**config.mk**
```make
export PLATFORM = sky130hd
export DESIGN_NAME = mac_operand_sequencer_flat
export DESIGN_NICKNAME = d
export VERILOG_FILES = /design/src/rtl/mac_operand_sequencer_if.sv /design/src/rtl/mac_operand_sequencer.sv /design/src/flat_wrapper.sv
export SDC_FILE = /design/constraint.sdc
export NUM_CORES = 1
export LEC_CHECK = 0
export ABC_CLOCK_PERIOD_IN_PS = 3200
export CORE_MARGIN = 2
export CORE_UTILIZATION = 35
export CTS_BUF_LIST = sky130_fd_sc_hd__clkbuf_4 sky130_fd_sc_hd__clkbuf_8 sky130_fd_sc_hd__clkbuf_16
export CTS_CLUSTER_SIZE = 10
export DETAILED_ROUTE_END_ITERATION = 16
export GPL_TIMING_DRIVEN = 0
export PLACE_DENSITY = 0.56
export SYNTH_ARGS = -nofsm -noshare
export SYNTH_HDL_FRONTEND = slang
export SYNTH_SLANG_ARGS = --single-unit
```
**constraint.sdc**
```tcl
create_clock -name clk -period 3.2 [get_ports clk]
set_clock_uncertainty 0.1 [all_clocks]
set_input_delay 0.8 -clock clk [delete_from_list [all_inputs] [get_ports clk]]
set_output_delay 0.8 -clock clk [all_outputs]
set_load 0.02 [all_outputs]
```
**src/rtl/mac_operand_sequencer_if.sv**
```systemverilog
// Operand-pair input stream and dot-product result stream of the MAC sequencer.
interface mac_operand_sequencer_if #(
    parameter int DATA_WIDTH = 8
);
    logic                    in_valid;
    logic                    in_ready;
    logic [DATA_WIDTH-1:0]   in_a;
    logic [DATA_WIDTH-1:0]   in_b;
    logic                    res_valid;
    logic                    res_ready;
    logic [3*DATA_WIDTH-1:0] res_data;

    modport master (
        output in_valid, in_a, in_b, res_ready,
        input  in_ready, res_valid, res_data
    );

    modport slave (
        input  in_valid, in_a, in_b, res_ready,
        output in_ready, res_valid, res_data
    );
endinterface

```
**src/rtl/mac_operand_sequencer.sv**
```systemverilog
// Feeds buffered (A,B) pairs into an external MAC one per cycle, captures the
// accumulator after VEC_LEN pairs, clears the MAC and offers the dot product downstream.
module mac_operand_sequencer #(
    parameter int DATA_WIDTH = 8,
    parameter int VEC_LEN    = 8,
    parameter int FIFO_DEPTH = 8
) (
    input  logic                    clk,
    input  logic                    rst_n,
    mac_operand_sequencer_if.slave  bus,
    output logic                    mac_en,
    output logic                    mac_clr,
    output logic [DATA_WIDTH-1:0]   mac_ain,
    output logic [DATA_WIDTH-1:0]   mac_bin,
    input  logic [3*DATA_WIDTH-1:0] mac_cout,
    output logic                    busy
);
    localparam int CNT_W  = $clog2(VEC_LEN + 1);
    localparam int PTR_W  = $clog2(FIFO_DEPTH);
    localparam int FCNT_W = $clog2(FIFO_DEPTH + 1);
    localparam logic [CNT_W-1:0]  LAST_CNT = CNT_W'(VEC_LEN);
    localparam logic [FCNT_W-1:0] FULL_CNT = FCNT_W'(FIFO_DEPTH);

    typedef enum logic [1:0] {ACCUM, FLUSH, CAPT, RESULT} state_t;

    state_t                  state_q, state_d;
    logic [CNT_W-1:0]        cnt_q, cnt_d, cnt_inc;
    logic [PTR_W-1:0]        wr_ptr_q, wr_ptr_d;
    logic [PTR_W-1:0]        rd_ptr_q, rd_ptr_d;
    logic [FCNT_W-1:0]       fcnt_q, fcnt_d;
    logic [2*DATA_WIDTH-1:0] mem_q [FIFO_DEPTH];
    logic                    mac_en_q, mac_en_d;
    logic [DATA_WIDTH-1:0]   ain_q, ain_d;
    logic [DATA_WIDTH-1:0]   bin_q, bin_d;
    logic                    res_valid_q, res_valid_d;
    logic [3*DATA_WIDTH-1:0] res_data_q, res_data_d;
    logic                    fifo_full, fifo_empty, push, pop;

    assign fifo_full  = (fcnt_q == FULL_CNT);
    assign fifo_empty = (fcnt_q == '0);
    // Pops only happen while accumulating; an empty FIFO never pops, so a pair
    // pushed on one edge is visible to the pop logic one edge later at the earliest.
    assign push       = bus.in_valid && !fifo_full;
    assign pop        = (state_q == ACCUM) && !fifo_empty;
    assign cnt_inc    = cnt_q + 1'b1;

    assign bus.in_ready  = !fifo_full;
    assign bus.res_valid = res_valid_q;
    assign bus.res_data  = res_data_q;
    assign mac_en        = mac_en_q;
    assign mac_ain       = ain_q;
    assign mac_bin       = bin_q;
    assign mac_clr       = (state_q == CAPT);
    assign busy          = (state_q != ACCUM) || (cnt_q != '0) || !fifo_empty;

    // Operand storage; pointers alone define occupancy, so the array needs no reset.
    always_ff @(posedge clk) begin
        if (push) begin
            mem_q[wr_ptr_q] <= {bus.in_a, bus.in_b};
        end
    end

    // Next-state logic for FIFO pointers, sequencer FSM and MAC drive registers.
    always_comb begin
        state_d     = state_q;
        cnt_d       = cnt_q;
        wr_ptr_d    = wr_ptr_q;
        rd_ptr_d    = rd_ptr_q;
        fcnt_d      = fcnt_q;
        mac_en_d    = mac_en_q;
        ain_d       = ain_q;
        bin_d       = bin_q;
        res_valid_d = res_valid_q;
        res_data_d  = res_data_q;

        if (push) begin
            wr_ptr_d = wr_ptr_q + 1'b1;
        end
        if (pop) begin
            rd_ptr_d = rd_ptr_q + 1'b1;
        end
        case ({push, pop})
            2'b10:   fcnt_d = fcnt_q + 1'b1;
            2'b01:   fcnt_d = fcnt_q - 1'b1;
            default: fcnt_d = fcnt_q;
        endcase

        case (state_q)
            ACCUM: begin
                if (pop) begin
                    ain_d    = mem_q[rd_ptr_q][2*DATA_WIDTH-1:DATA_WIDTH];
                    bin_d    = mem_q[rd_ptr_q][DATA_WIDTH-1:0];
                    mac_en_d = 1'b1;
                    if (cnt_inc == LAST_CNT) begin
                        cnt_d   = '0;
                        state_d = FLUSH;
                    end else begin
                        cnt_d = cnt_inc;
                    end
                end else begin
                    mac_en_d = 1'b0;
                end
            end
            // The last pair is on the MAC inputs during this cycle.
            FLUSH: begin
                mac_en_d = 1'b0;
                state_d  = CAPT;
            end
            // Accumulator is final; mac_clr clears it on this same edge.
            CAPT: begin
                mac_en_d    = 1'b0;
                res_data_d  = mac_cout;
                res_valid_d = 1'b1;
                state_d     = RESULT;
            end
            RESULT: begin
                mac_en_d = 1'b0;
                if (bus.res_ready) begin
                    res_valid_d = 1'b0;
                    state_d     = ACCUM;
                end
            end
            default: begin
                mac_en_d = 1'b0;
                state_d  = ACCUM;
            end
        endcase
    end

    // State and output registers; reset abandons any partial vector.
    always_ff @(posedge clk or negedge rst_n) begin
        if (!rst_n) begin
            state_q     <= ACCUM;
            cnt_q       <= '0;
            wr_ptr_q    <= '0;
            rd_ptr_q    <= '0;
            fcnt_q      <= '0;
            mac_en_q    <= 1'b0;
            ain_q       <= '0;
            bin_q       <= '0;
            res_valid_q <= 1'b0;
            res_data_q  <= '0;
        end else begin
            state_q     <= state_d;
            cnt_q       <= cnt_d;
            wr_ptr_q    <= wr_ptr_d;
            rd_ptr_q    <= rd_ptr_d;
            fcnt_q      <= fcnt_d;
            mac_en_q    <= mac_en_d;
            ain_q       <= ain_d;
            bin_q       <= bin_d;
            res_valid_q <= res_valid_d;
            res_data_q  <= res_data_d;
        end
    end
endmodule

```
**src/flat_wrapper.sv**
```systemverilog
// flat-port wrapper written by rule: the top's interface ports become plain ports
module mac_operand_sequencer_flat 
#(
    parameter int DATA_WIDTH = 8,
    parameter int VEC_LEN    = 8,
    parameter int FIFO_DEPTH = 8
)
  (clk, rst_n, mac_en, mac_clr, mac_ain, mac_bin, mac_cout, busy, bus_in_valid, bus_in_a, bus_in_b, bus_res_ready, bus_in_ready, bus_res_valid, bus_res_data);
  mac_operand_sequencer_if #(.DATA_WIDTH(DATA_WIDTH)) bus_i ();
  input  logic clk;
  input  logic rst_n;
  output logic mac_en;
  output logic mac_clr;
  output logic [DATA_WIDTH-1:0] mac_ain;
  output logic [DATA_WIDTH-1:0] mac_bin;
  input  logic [3*DATA_WIDTH-1:0] mac_cout;
  output logic busy;
  input wire logic [$bits(bus_i.in_valid)-1:0] bus_in_valid;
  input wire logic [$bits(bus_i.in_a)-1:0] bus_in_a;
  input wire logic [$bits(bus_i.in_b)-1:0] bus_in_b;
  input wire logic [$bits(bus_i.res_ready)-1:0] bus_res_ready;
  output wire logic [$bits(bus_i.in_ready)-1:0] bus_in_ready;
  output wire logic [$bits(bus_i.res_valid)-1:0] bus_res_valid;
  output wire logic [$bits(bus_i.res_data)-1:0] bus_res_data;
  assign bus_i.in_valid = bus_in_valid;
  assign bus_i.in_a = bus_in_a;
  assign bus_i.in_b = bus_in_b;
  assign bus_i.res_ready = bus_res_ready;
  assign bus_in_ready = bus_i.in_ready;
  assign bus_res_valid = bus_i.res_valid;
  assign bus_res_data = bus_i.res_data;
  mac_operand_sequencer #(.DATA_WIDTH(DATA_WIDTH), .VEC_LEN(VEC_LEN), .FIFO_DEPTH(FIFO_DEPTH)) u_core (.clk(clk), .rst_n(rst_n), .bus(bus_i), .mac_en(mac_en), .mac_clr(mac_clr), .mac_ain(mac_ain), .mac_bin(mac_bin), .mac_cout(mac_cout), .busy(busy));
endmodule
```
==> summary.txt, run 1 <==
EDFF count, synth - 128
Synth Flop Type - edfxtp_1
Clk network pwr share - 22.8%
max-slew violations - 0
pin count of the biggest net entering global routing - 39
Global Route Usage Sum - 14.9%
DP HPWL - 11000 microns
Combinational Power Share - 39.4%
Clock Path Buffers - 2
nets - 623
Cell Area, Synth - 0.00742 sq mm
Tightest Pin Transition - 972 ps
drt wl/cell - 18.7 microns
register bit total from synthesis - 186
worst r2r path cells - 10
commonest non-fill, non-tap cell in the layout - edfxtp_1
CTS root buf - clkbuf_16
Leakage Power - 3.45 nW
area added between synthesis and finish - 26.5%
row count - 53
endpoints failing hold - 0
status - finished, final reports clean
CTS H-tree depth - 4
Routed Antenna Nets - 0
Core ar. - 0.0209 sq mm
Die Span X - 150 microns
maximum vdd drop - 0.000455 V
Initial DRT Pass Iterations - 4
WP data required - 2300 ps
Mapped Cells - 452
Psw - 3.11 mW
CP max FO - 7
drt initial violations - 281
arrival time at the worst endpoint - 2170 ps
Synth Warn # - 0
Avg Synthesized Cell Area - 16.4 sq um
Sw Share - 33.3%
global-route wire length before repair - 24500 microns
syn nets - 507
die height - 150 microns
Hold Crit Class - in2async
register area share after synthesis - 71.4%
cts hold-fix bufs - 0
Worst Setup Start Kind - flop
I/O pins - 89
reg2reg start - u_core.fcnt_q[0]$_DFFE_PN0P_
full die area - 0.0224 sq mm
Seq pwr share - 37.8%
hold_ws - 248 ps
period utilisation layout - 96.0%
max_slew headroom - 34.9%
CTS tree - built
clk slew on worst S/H paths - 60 ps
final critical-path required period - 3070 ps
worst reg2reg endpoint - u_core.fcnt_q[2]$_DFFE_PN0P_
commonest cells after routing, fill and taps aside - edfxtp_1, clkdlybuf4s50_1, mux2_2
CP Capture Type - primary output
FF-to-FF setup slack - 320 ps
Via density - 4.93
grt total ovfl - 0
Power Dens Cells - 994 mW/mm^2
share of cells above drive strength 1 - 22.7%
Max Freq - 0.326 GHz
setup TNS - 0 ps
internal power - 6.22 mW
Cell variety after synth - 39
Ant. Diodes - 0
vias in the first global route - 4392
end of the critical path - busy
FFs w/ async S/R, synth - 31.2%
initial cell density of the core - 35.5%
# DRC - 0
RePlAce Congestion - 0.724
CTS buffer count - 17
CTS Sinks - 186
CP Class - reg2out
Crit. Startpoint - u_core.fcnt_q[0]$_DFFE_PN0P_
RSZ-0062 raised after global routing - false
Port Buffers - 88
aggregate routed wire length - 16000 microns
Skew-Pair Late Insertion Delay - 430 ps
vias - 4224
initial antenna violation count - 0
Final setup viols - 0
Max-Cap Viols - 0
==> logic make-up (layout without fill, tap and decap cells) <==
group / Yosys count / count (layout) / synth area share, %
AOI/OAI and AO/OA: 61 / 61 / 5.97
xor gates and xnor gates: 9 / 9 / 1.06
adders and majority gates: 11 / 11 / 1.86
buffers and inverters: 29 / 158 / 2.18
DFF: 186 / 186 / 71.4
muxes: 91 / 91 / 13.3
and+or+nand+nor: 65 / 65 / 4.28
==> per-layer routing <==
metal  routed length [microns]  GRT usage, %
met1                      7170          19.3
met2                      7860          24.9
met3                       752          3.02
met4                       254          5.57
met5                         0             0
==> metrics by stage <==
stage	cells	power [mW]	worst slack, ps	util (%)	instance area [sq um]
after CTS	856	9.45	0.229	45.0	9390
after floorplan	452	5.85	330	-	7420
after global placement	815	7.14	-1500	41.4	8640
after global routing	856	9.85	59.7	44.9	9390
final	856	9.33	129	44.9	9390
after detailed placement	824	7.31	-85.1	42.1	8790
==> worst max-delay path: stages, from the launching register on <==
cell,delay [ps]
dfrtp_1,380
buf_4,170
or4_4,540
or4_4,480
buf_2,180
==> sequential cells by signal, indices dropped and copies added, names as in the netlist <==
register / count
u_core.mem_q: 128
u_core.bus.res_data: 24
u_core.mac_ain: 8
u_core.mac_bin: 8
u_core.cnt_q: 4
u_core.fcnt_q: 4
u_core.rd_ptr_q: 3
u_core.wr_ptr_q: 3
u_core.state_q: 2
u_core.bus.res_valid: 1
u_core.mac_en: 1
==> final cells by class <==
type                       count  area (sq um)
clock inverter                 8           124
inverter                       7          26.3
fill                        1871         11500
timing repair buffer          97           996
clock buffer                  24           478
multi-input combinational    237          1990
tap                          275           344
sequential                   186          5300
buffer                        22           135
==> cell usage after synthesis, types with 5 or more instances <==
| cell type | instances | area, sq um |
|---|---|---|
| edfxtp_1 | 128 | 3840 |
| mux2_2 | 59 | 664 |
| dfrtp_1 | 58 | 1450 |
| mux2i_1 | 32 | 320 |
| nand2_1 | 31 | 116 |
| o22ai_1 | 17 | 106 |
| a221o_1 | 16 | 160 |
| o21ai_1 | 13 | 65.1 |
| ha_1 | 11 | 138 |
| nor2_1 | 10 | 37.5 |
| clkbuf_1 | 6 | 22.5 |
| inv_1 | 6 | 22.5 |
| o21ai_0 | 6 | 30.0 |
| xnor2_1 | 6 | 52.6 |
| nand3_1 | 5 | 25.0 |
==> how the worst min path moves through the flow <==
stage	start	to	slack, ps	depth (start not counted)
after global routing	rst_n	u_core.mac_en$_DFF_PN0_	270	1
after detailed placement	u_core.mac_bin[5]$_DFFE_PN0P_	u_core.mac_bin[5]$_DFFE_PN0P_	380	2
final	rst_n	u_core.mac_en$_DFF_PN0_	250	1
after floorplan	u_core.wr_ptr_q[0]$_DFFE_PN0P_	u_core.wr_ptr_q[0]$_DFFE_PN0P_	390	2
after global placement	u_core.mac_ain[2]$_DFFE_PN0P_	u_core.mac_ain[2]$_DFFE_PN0P_	370	2
after CTS	rst_n	u_core.mac_en$_DFF_PN0_	250	1
==> power groups by stage <==
stage / Clock (mW) / Sequential, mW / Combinational, mW
finish: 2.12 / 3.53 / 3.68
global route: 2.26 / 3.60 / 3.99
CTS: 2.18 / 3.53 / 3.74
detailed placement: 0 / 3.58 / 3.73
global placement: 0 / 3.56 / 3.59
floorplan: 0 / 3.85 / 2.00
==> timing repair <==
item                       in CTS  in global routing
setup endpoints to repair       1                  1
gates resized for setup         3                  1
buffers inserted                0                  0
(Power assumes the default switching activity.)
==> run 2: changes to the inputs <==
--- a/config.mk
+++ b/config.mk
@@ -13,6 +13,7 @@
 export DETAILED_ROUTE_END_ITERATION = 16
 export GPL_TIMING_DRIVEN = 0
 export PLACE_DENSITY = 0.56
+export SLEW_MARGIN = 5
 export SYNTH_ARGS = -nofsm -noshare
 export SYNTH_HDL_FRONTEND = slang
 export SYNTH_SLANG_ARGS = --single-unit
==> run 2 against run 1 <==
  * Via count is 1.2% lower
  * Power is 1.9% lower
  * Flip-flop and latch count stayed put
  * Worst setup slack worse by 5.0 ps
  * Sequential power hardly changed
  * Die area stayed put
  * Register-to-register slack better by 20 ps
  * Global-route usage is 0.15 points higher
  * Sequential share of layout area is 0.43 points higher
  * Cell area is 0.76% lower
  * Non-clock buffer count is 1 lower
  * Fmax is 0.16% lower
  * Critical path type unchanged
  * Critical endpoint unchanged
  * Highest routed layer unchanged
==> summary.txt, run 2 (synthesized netlist as in run 1, its figures left out) <==
CP max FO - 7 (unchanged)
Max Freq - 0.325 GHz (was 0.326 GHz)
share of cells above drive strength 1 - 22.2% (was 22.7%)
die height - 150 microns (unchanged)
largest register by flop count - u_core.mem_q (unchanged)
Ant. Diodes - 0 (unchanged)
maximum vdd drop - 0.000439 V (was 0.000455 V)
WP data required - 2300 ps (about the same)
area added between synthesis and finish - 25.6% (was 26.5%)
pin count of the biggest net entering global routing - 59 (was 39)
Worst Path Buf+Inv - 2 (unchanged)
CTS root buf - clkbuf_16 (unchanged)
final critical-path required period - 3080 ps (was 3070 ps)
Critical Path Most Common Cell - or4_4 (unchanged)
grt total ovfl - 0 (unchanged)
RSZ-0062 raised after global routing - false (unchanged)
nets - 622 (was 623)
DP HPWL - 10800 microns (was 11000 microns)
Hold Crit Class - in2async (unchanged)
Via density - 4.88 (was 4.93)
delay of the slowest cell on the worst path - 540 ps (about the same)
commonest cells after routing, fill and taps aside - edfxtp_1, clkdlybuf4s50_1, mux2_2 (unchanged)
# fillers - 1860 (was 1871)
initial cell density of the core - 35.5% (unchanged)
post-route cell area - 0.00931 sq mm (was 0.00939 sq mm)
Finished Core Util - 44.6% (was 44.9%)
aggregate routed wire length - 16000 microns (about the same)
CTS Sinks - 186 (unchanged)
Power Dens Cells - 982 mW/mm^2 (was 994 mW/mm^2)
CP Capture Type - primary output (unchanged)
Routed Antenna Nets - 0 (unchanged)
RePlAce Congestion - 0.724 (unchanged)
Initial DRT Pass Iterations - 4 (unchanged)
drt wl/cell - 18.8 microns (was 18.7 microns)
Max-Cap Viols - 0 (unchanged)
CTS buffer count - 17 (unchanged)
max reg flops - 128 (unchanged)
worst path cell trace - buf_4, or4_4, or4_4, buf_2 (unchanged)
initial antenna violation count - 0 (unchanged)
CP Class - reg2out (unchanged)
period utilisation layout - 96.1% (was 96.0%)
CTS H-tree depth - 4 (unchanged)
# DRC - 0 (unchanged)
Leakage Power - 3.41 nW (was 3.45 nW)
placed inst area - 0.00877 sq mm (was 0.00879 sq mm)
I/O pins - 89 (unchanged)
Global Route Usage Sum - 15.1% (was 14.9%)
CP max-delay cell - or4_4 (unchanged)
vias - 4175 (was 4224)
Core ar. - 0.0209 sq mm (unchanged)
drt initial violations - 240 (was 281)
Tot Pwr - 9.15 mW (was 9.33 mW)
endpoints failing hold - 0 (unchanged)
Final setup viols - 0 (unchanged)
CTS tree - built (unchanged)
Worst Setup Start Kind - flop (unchanged)
clk slew on worst S/H paths - 60 ps (about the same)
Clock Path Buffers - 2 (unchanged)
commonest non-fill, non-tap cell in the layout - edfxtp_1 (unchanged)
Top delay family on crit path - simple AND/OR/NAND/NOR gates (unchanged)
status - finished, final reports clean (unchanged)
max_slew headroom - 37.2% (was 34.9%)
Die Span X - 150 microns (unchanged)
row count - 53 (unchanged)
vias in the first global route - 4393 (was 4392)
CTS resizes - 3 (unchanged)
Tightest Pin Transition - 937 ps (was 972 ps)
global-route wire length before repair - 24800 microns (was 24500 microns)
Port Buffers - 88 (unchanged)
max-slew violations - 0 (unchanged)
cts hold-fix bufs - 0 (unchanged)
full die area - 0.0224 sq mm (unchanged)
Skew-Pair Late Insertion Delay - 420 ps (was 430 ps)
postcts setup bufs - 0 (unchanged)
arrival time at the worst endpoint - 2180 ps (was 2170 ps)
run 2: metal layers:
metal  vias to the layer above  part of all wire, %  wire length, microns  GRT usage, %
met2                       127                   49                  7880          25.4
met5                         -                    0                     0             0
met1                      2089                   44                  7120          19.3
li1                       1951                    -                     -             -
met3                         8                  5.7                   916          3.99
met4                         0                 0.79                   127          4.10
run 2: per-stage QoR:
stage / hold slack, ps / setup slack [ps] / TNS (ps) / cells
floorplan: 390 / 330 / 0 / 452
global route: 425 / 61.2 / 0 / 855
detailed placement: 377 / -151 / -1200 / 823
global placement: 367 / -1500 / -123330 / 815
finish: 366 / 124 / 0 / 855
CTS: 384 / 2.23 / 0 / 855
run 2: path summary, 6_finish.rpt:
kind | startpoint | to | slack (ps) | cells after the start
hold / removal | rst_n | u_core.bus.res_data[14]$_DFFE_PN0P_ | 370 | 1
max in group asynchronous | rst_n | u_core.mac_ain[7]$_DFFE_PN0P_ | 2110 | 1
setup reg to reg | u_core.fcnt_q[0]$_DFFE_PN0P_ | u_core.fcnt_q[2]$_DFFE_PN0P_ | 340 | 10
min in group clk | u_core.mac_ain[5]$_DFFE_PN0P_ | u_core.mac_ain[5]$_DFFE_PN0P_ | 390 | 2
hold reg to reg | u_core.mac_ain[5]$_DFFE_PN0P_ | u_core.mac_ain[5]$_DFFE_PN0P_ | 390 | 2
setup / recovery | u_core.fcnt_q[0]$_DFFE_PN0P_ | busy | 120 | 4
run 2: final cells by class:
| cell class | count | area, sq um | share of cell area [%] |
|---|---|---|---|
| repair buffers | 96 | 975 | 10.5 |
| multi-input cells | 237 | 1990 | 21.3 |
| flip-flops and latches | 186 | 5300 | 56.9 |
| inverters | 7 | 26.3 | 0.282 |
| clock buffers | 21 | 455 | 4.89 |
| clock inverters | 11 | 96.3 | 1.03 |
| well taps | 275 | 344 | 3.69 |
| plain buffers | 22 | 135 | 1.45 |
run 2: power breakdown:
part / internal [mW] / switching (mW)
logic: 1.70 / 1.96
clock network: 1.10 / 0.863
registers: 3.22 / 0.301
total: 6.03 / 3.12
==> run 3: changes to the inputs <==
--- a/config.mk
+++ b/config.mk
@@ -13,6 +13,7 @@
 export DETAILED_ROUTE_END_ITERATION = 16
 export GPL_TIMING_DRIVEN = 0
 export PLACE_DENSITY = 0.56
+export SKIP_CTS_REPAIR_TIMING = 1
 export SLEW_MARGIN = 5
 export SYNTH_ARGS = -nofsm -noshare
 export SYNTH_HDL_FRONTEND = slang
==> run 3 against run 2 <==
  * Sequential share of layout area about the same
  * Fmax decreased by 1.6%
  * Non-clock buffer count unchanged
  * Global-route usage unchanged
  * Clock-buffer cell count unchanged
  * Cell count unchanged
  * Critical endpoint unchanged
  * Largest cell class unchanged
==> summary.txt, run 3 (synthesized netlist as in run 1, its figures left out) <==
status - finished, final reports clean (unchanged)
vias - 4175 (unchanged)
Max Freq - 0.320 GHz (was 0.325 GHz)
Final setup viols - 0 (unchanged)
DP HPWL - 10800 microns (unchanged)
CTS H-tree depth - 4 (unchanged)
Routed Antenna Nets - 0 (unchanged)
Power Dens Cells - 981 mW/mm^2 (was 982 mW/mm^2)
commonest cells after routing, fill and taps aside - edfxtp_1, clkdlybuf4s50_1, mux2_2 (unchanged)
final critical-path required period - 3130 ps (was 3080 ps)
clk slew on worst S/H paths - 60 ps (about the same)
share of cells above drive strength 1 - 22.1% (was 22.2%)
die height - 150 microns (unchanged)
Tightest Pin Transition - 937 ps (unchanged)
global-route wire length before repair - 24800 microns (unchanged)
Clock Path Buffers - 2 (unchanged)
CP Class - reg2out (unchanged)
Max-Cap Viols - 0 (unchanged)
Via density - 4.88 (unchanged)
max_slew headroom - 37.2% (unchanged)
delay of the slowest cell on the worst path - 540 ps (about the same)
pre-CTS setup slack - -151 ps (unchanged)
# fillers - 1859 (was 1860)
arrival time at the worst endpoint - 2230 ps (was 2180 ps)
vias in the first global route - 4393 (unchanged)
final setup margin - 73.8 ps (was 124 ps)
Skew-Pair Late Insertion Delay - 420 ps (about the same)
commonest non-fill, non-tap cell in the layout - edfxtp_1 (unchanged)
period utilisation layout - 97.7% (was 96.1%)
grt total ovfl - 0 (unchanged)
CTS buffer count - 17 (unchanged)
I/O pins - 89 (unchanged)
Finished Core Util - 44.6% (about the same)
Worst Setup Start Kind - flop (unchanged)
Die Span X - 150 microns (unchanged)
WL met3 - 917 microns (was 916 microns)
CP Capture Type - primary output (unchanged)
Critical Path Most Common Cell - or4_4 (unchanged)
Tot Pwr - 9.15 mW (about the same)
endpoints failing hold - 0 (unchanged)
initial antenna violation count - 0 (unchanged)
top sig layer - met4 (unchanged)
worst path cell trace - buf_4, or4_4, or4_4, dlymetal6s2s_1 (was buf_4, or4_4, or4_4, buf_2)
drt wl/cell - 18.8 microns (unchanged)
nets - 622 (unchanged)
row count - 53 (unchanged)
# DRC - 0 (unchanged)
largest register by flop count - u_core.mem_q (unchanged)
Initial DRT Pass Iterations - 4 (unchanged)
aggregate routed wire length - 16000 microns (unchanged)
max reg flops - 128 (unchanged)
max-slew violations - 0 (unchanged)
WL met2 - 7880 microns (unchanged)
hold_ws - 366 ps (unchanged)
CTS Sinks - 186 (unchanged)
pin count of the biggest net entering global routing - 59 (unchanged)
drt initial violations - 240 (unchanged)
CTS tree - built (unchanged)
area added between synthesis and finish - 25.7% (was 25.6%)
Global Route Usage Sum - 15.1% (unchanged)
Port Buffers - 88 (unchanged)
RePlAce Congestion - 0.724 (unchanged)
CP max-delay cell - or4_4 (unchanged)
maximum vdd drop - 0.000439 V (unchanged)
CP max FO - 7 (unchanged)
Leakage Power - 3.41 nW (about the same)
full die area - 0.0224 sq mm (unchanged)
WL met1 - 7120 microns (about the same)
Ant. Diodes - 0 (unchanged)
RSZ-0062 raised after global routing - false (unchanged)
CTS root buf - clkbuf_16 (unchanged)
WP data required - 2300 ps (about the same)
Hold Crit Class - in2async (unchanged)
Core ar. - 0.0209 sq mm (unchanged)
initial cell density of the core - 35.5% (unchanged)
## run 3: changes by cell type in the layout (fill, tap and decap cells not counted), sizes merged
cell          delta
buf              -1
dlymetal6s2s     +1
## run 3: layout make-up
type	instances	area, sq um	area share, %
Sequential cell	186	5300	56.8
Multi-Input combinational cell	237	1990	21.3
Timing Repair Buffer	96	982	10.5
Clock buffer	21	455	4.89
Tap cell	275	344	3.69
Buffer	22	135	1.45
Clock inverter	11	96.3	1.03
Inverter	7	26.3	0.282
## run 3: metal layers
layer | up-vias | global-route usage, %
met4 | 0 | 4.10
met5 | - | 0
met3 | 8 | 3.99
li1 | 1951 | -
met1 | 2089 | 19.3
met2 | 127 | 25.4
## run 3: worst max-delay path, delay by kind of cell, from the launching register on
family,cells,cell delay (ps)
buffers and inverters,2,390
flip-flops,1,390
AND/OR/NAND/NOR,2,1020
## run 3: power by group
part	internal, mW	switching (mW)	total (mW)
Clock	1.10	0.863	1.97
Combinational	1.70	1.96	3.66
Sequential	3.22	0.301	3.52
## run 3: stage by stage
| step | std cells | cell area (sq um) | TNS (ps) |
|---|---|---|---|
| 2_1_floorplan | 452 | 7420 | 0 |
| 6_report | 855 | 9320 | 0 |
| 3_3_place_gp | 815 | 8640 | -123330 |
| 4_1_cts | 855 | 9320 | -289 |
| 5_1_grt | 855 | 9320 | 0 |
| 3_5_place_dp | 823 | 8770 | -1200 |
## run 3: final timing paths
kind	end	start	slack, ps	depth (start not counted)
max reg2reg	u_core.fcnt_q[2]$_DFFE_PN0P_	u_core.fcnt_q[0]$_DFFE_PN0P_	340	10
min	u_core.bus.res_data[14]$_DFFE_PN0P_	rst_n	370	1
max	busy	u_core.fcnt_q[0]$_DFFE_PN0P_	70	4
min in group clk	u_core.mac_ain[5]$_DFFE_PN0P_	u_core.mac_ain[5]$_DFFE_PN0P_	390	2
max in group asynchronous	u_core.mac_ain[7]$_DFFE_PN0P_	rst_n	2110	1
min reg2reg	u_core.mac_ain[5]$_DFFE_PN0P_	u_core.mac_ain[5]$_DFFE_PN0P_	390	2
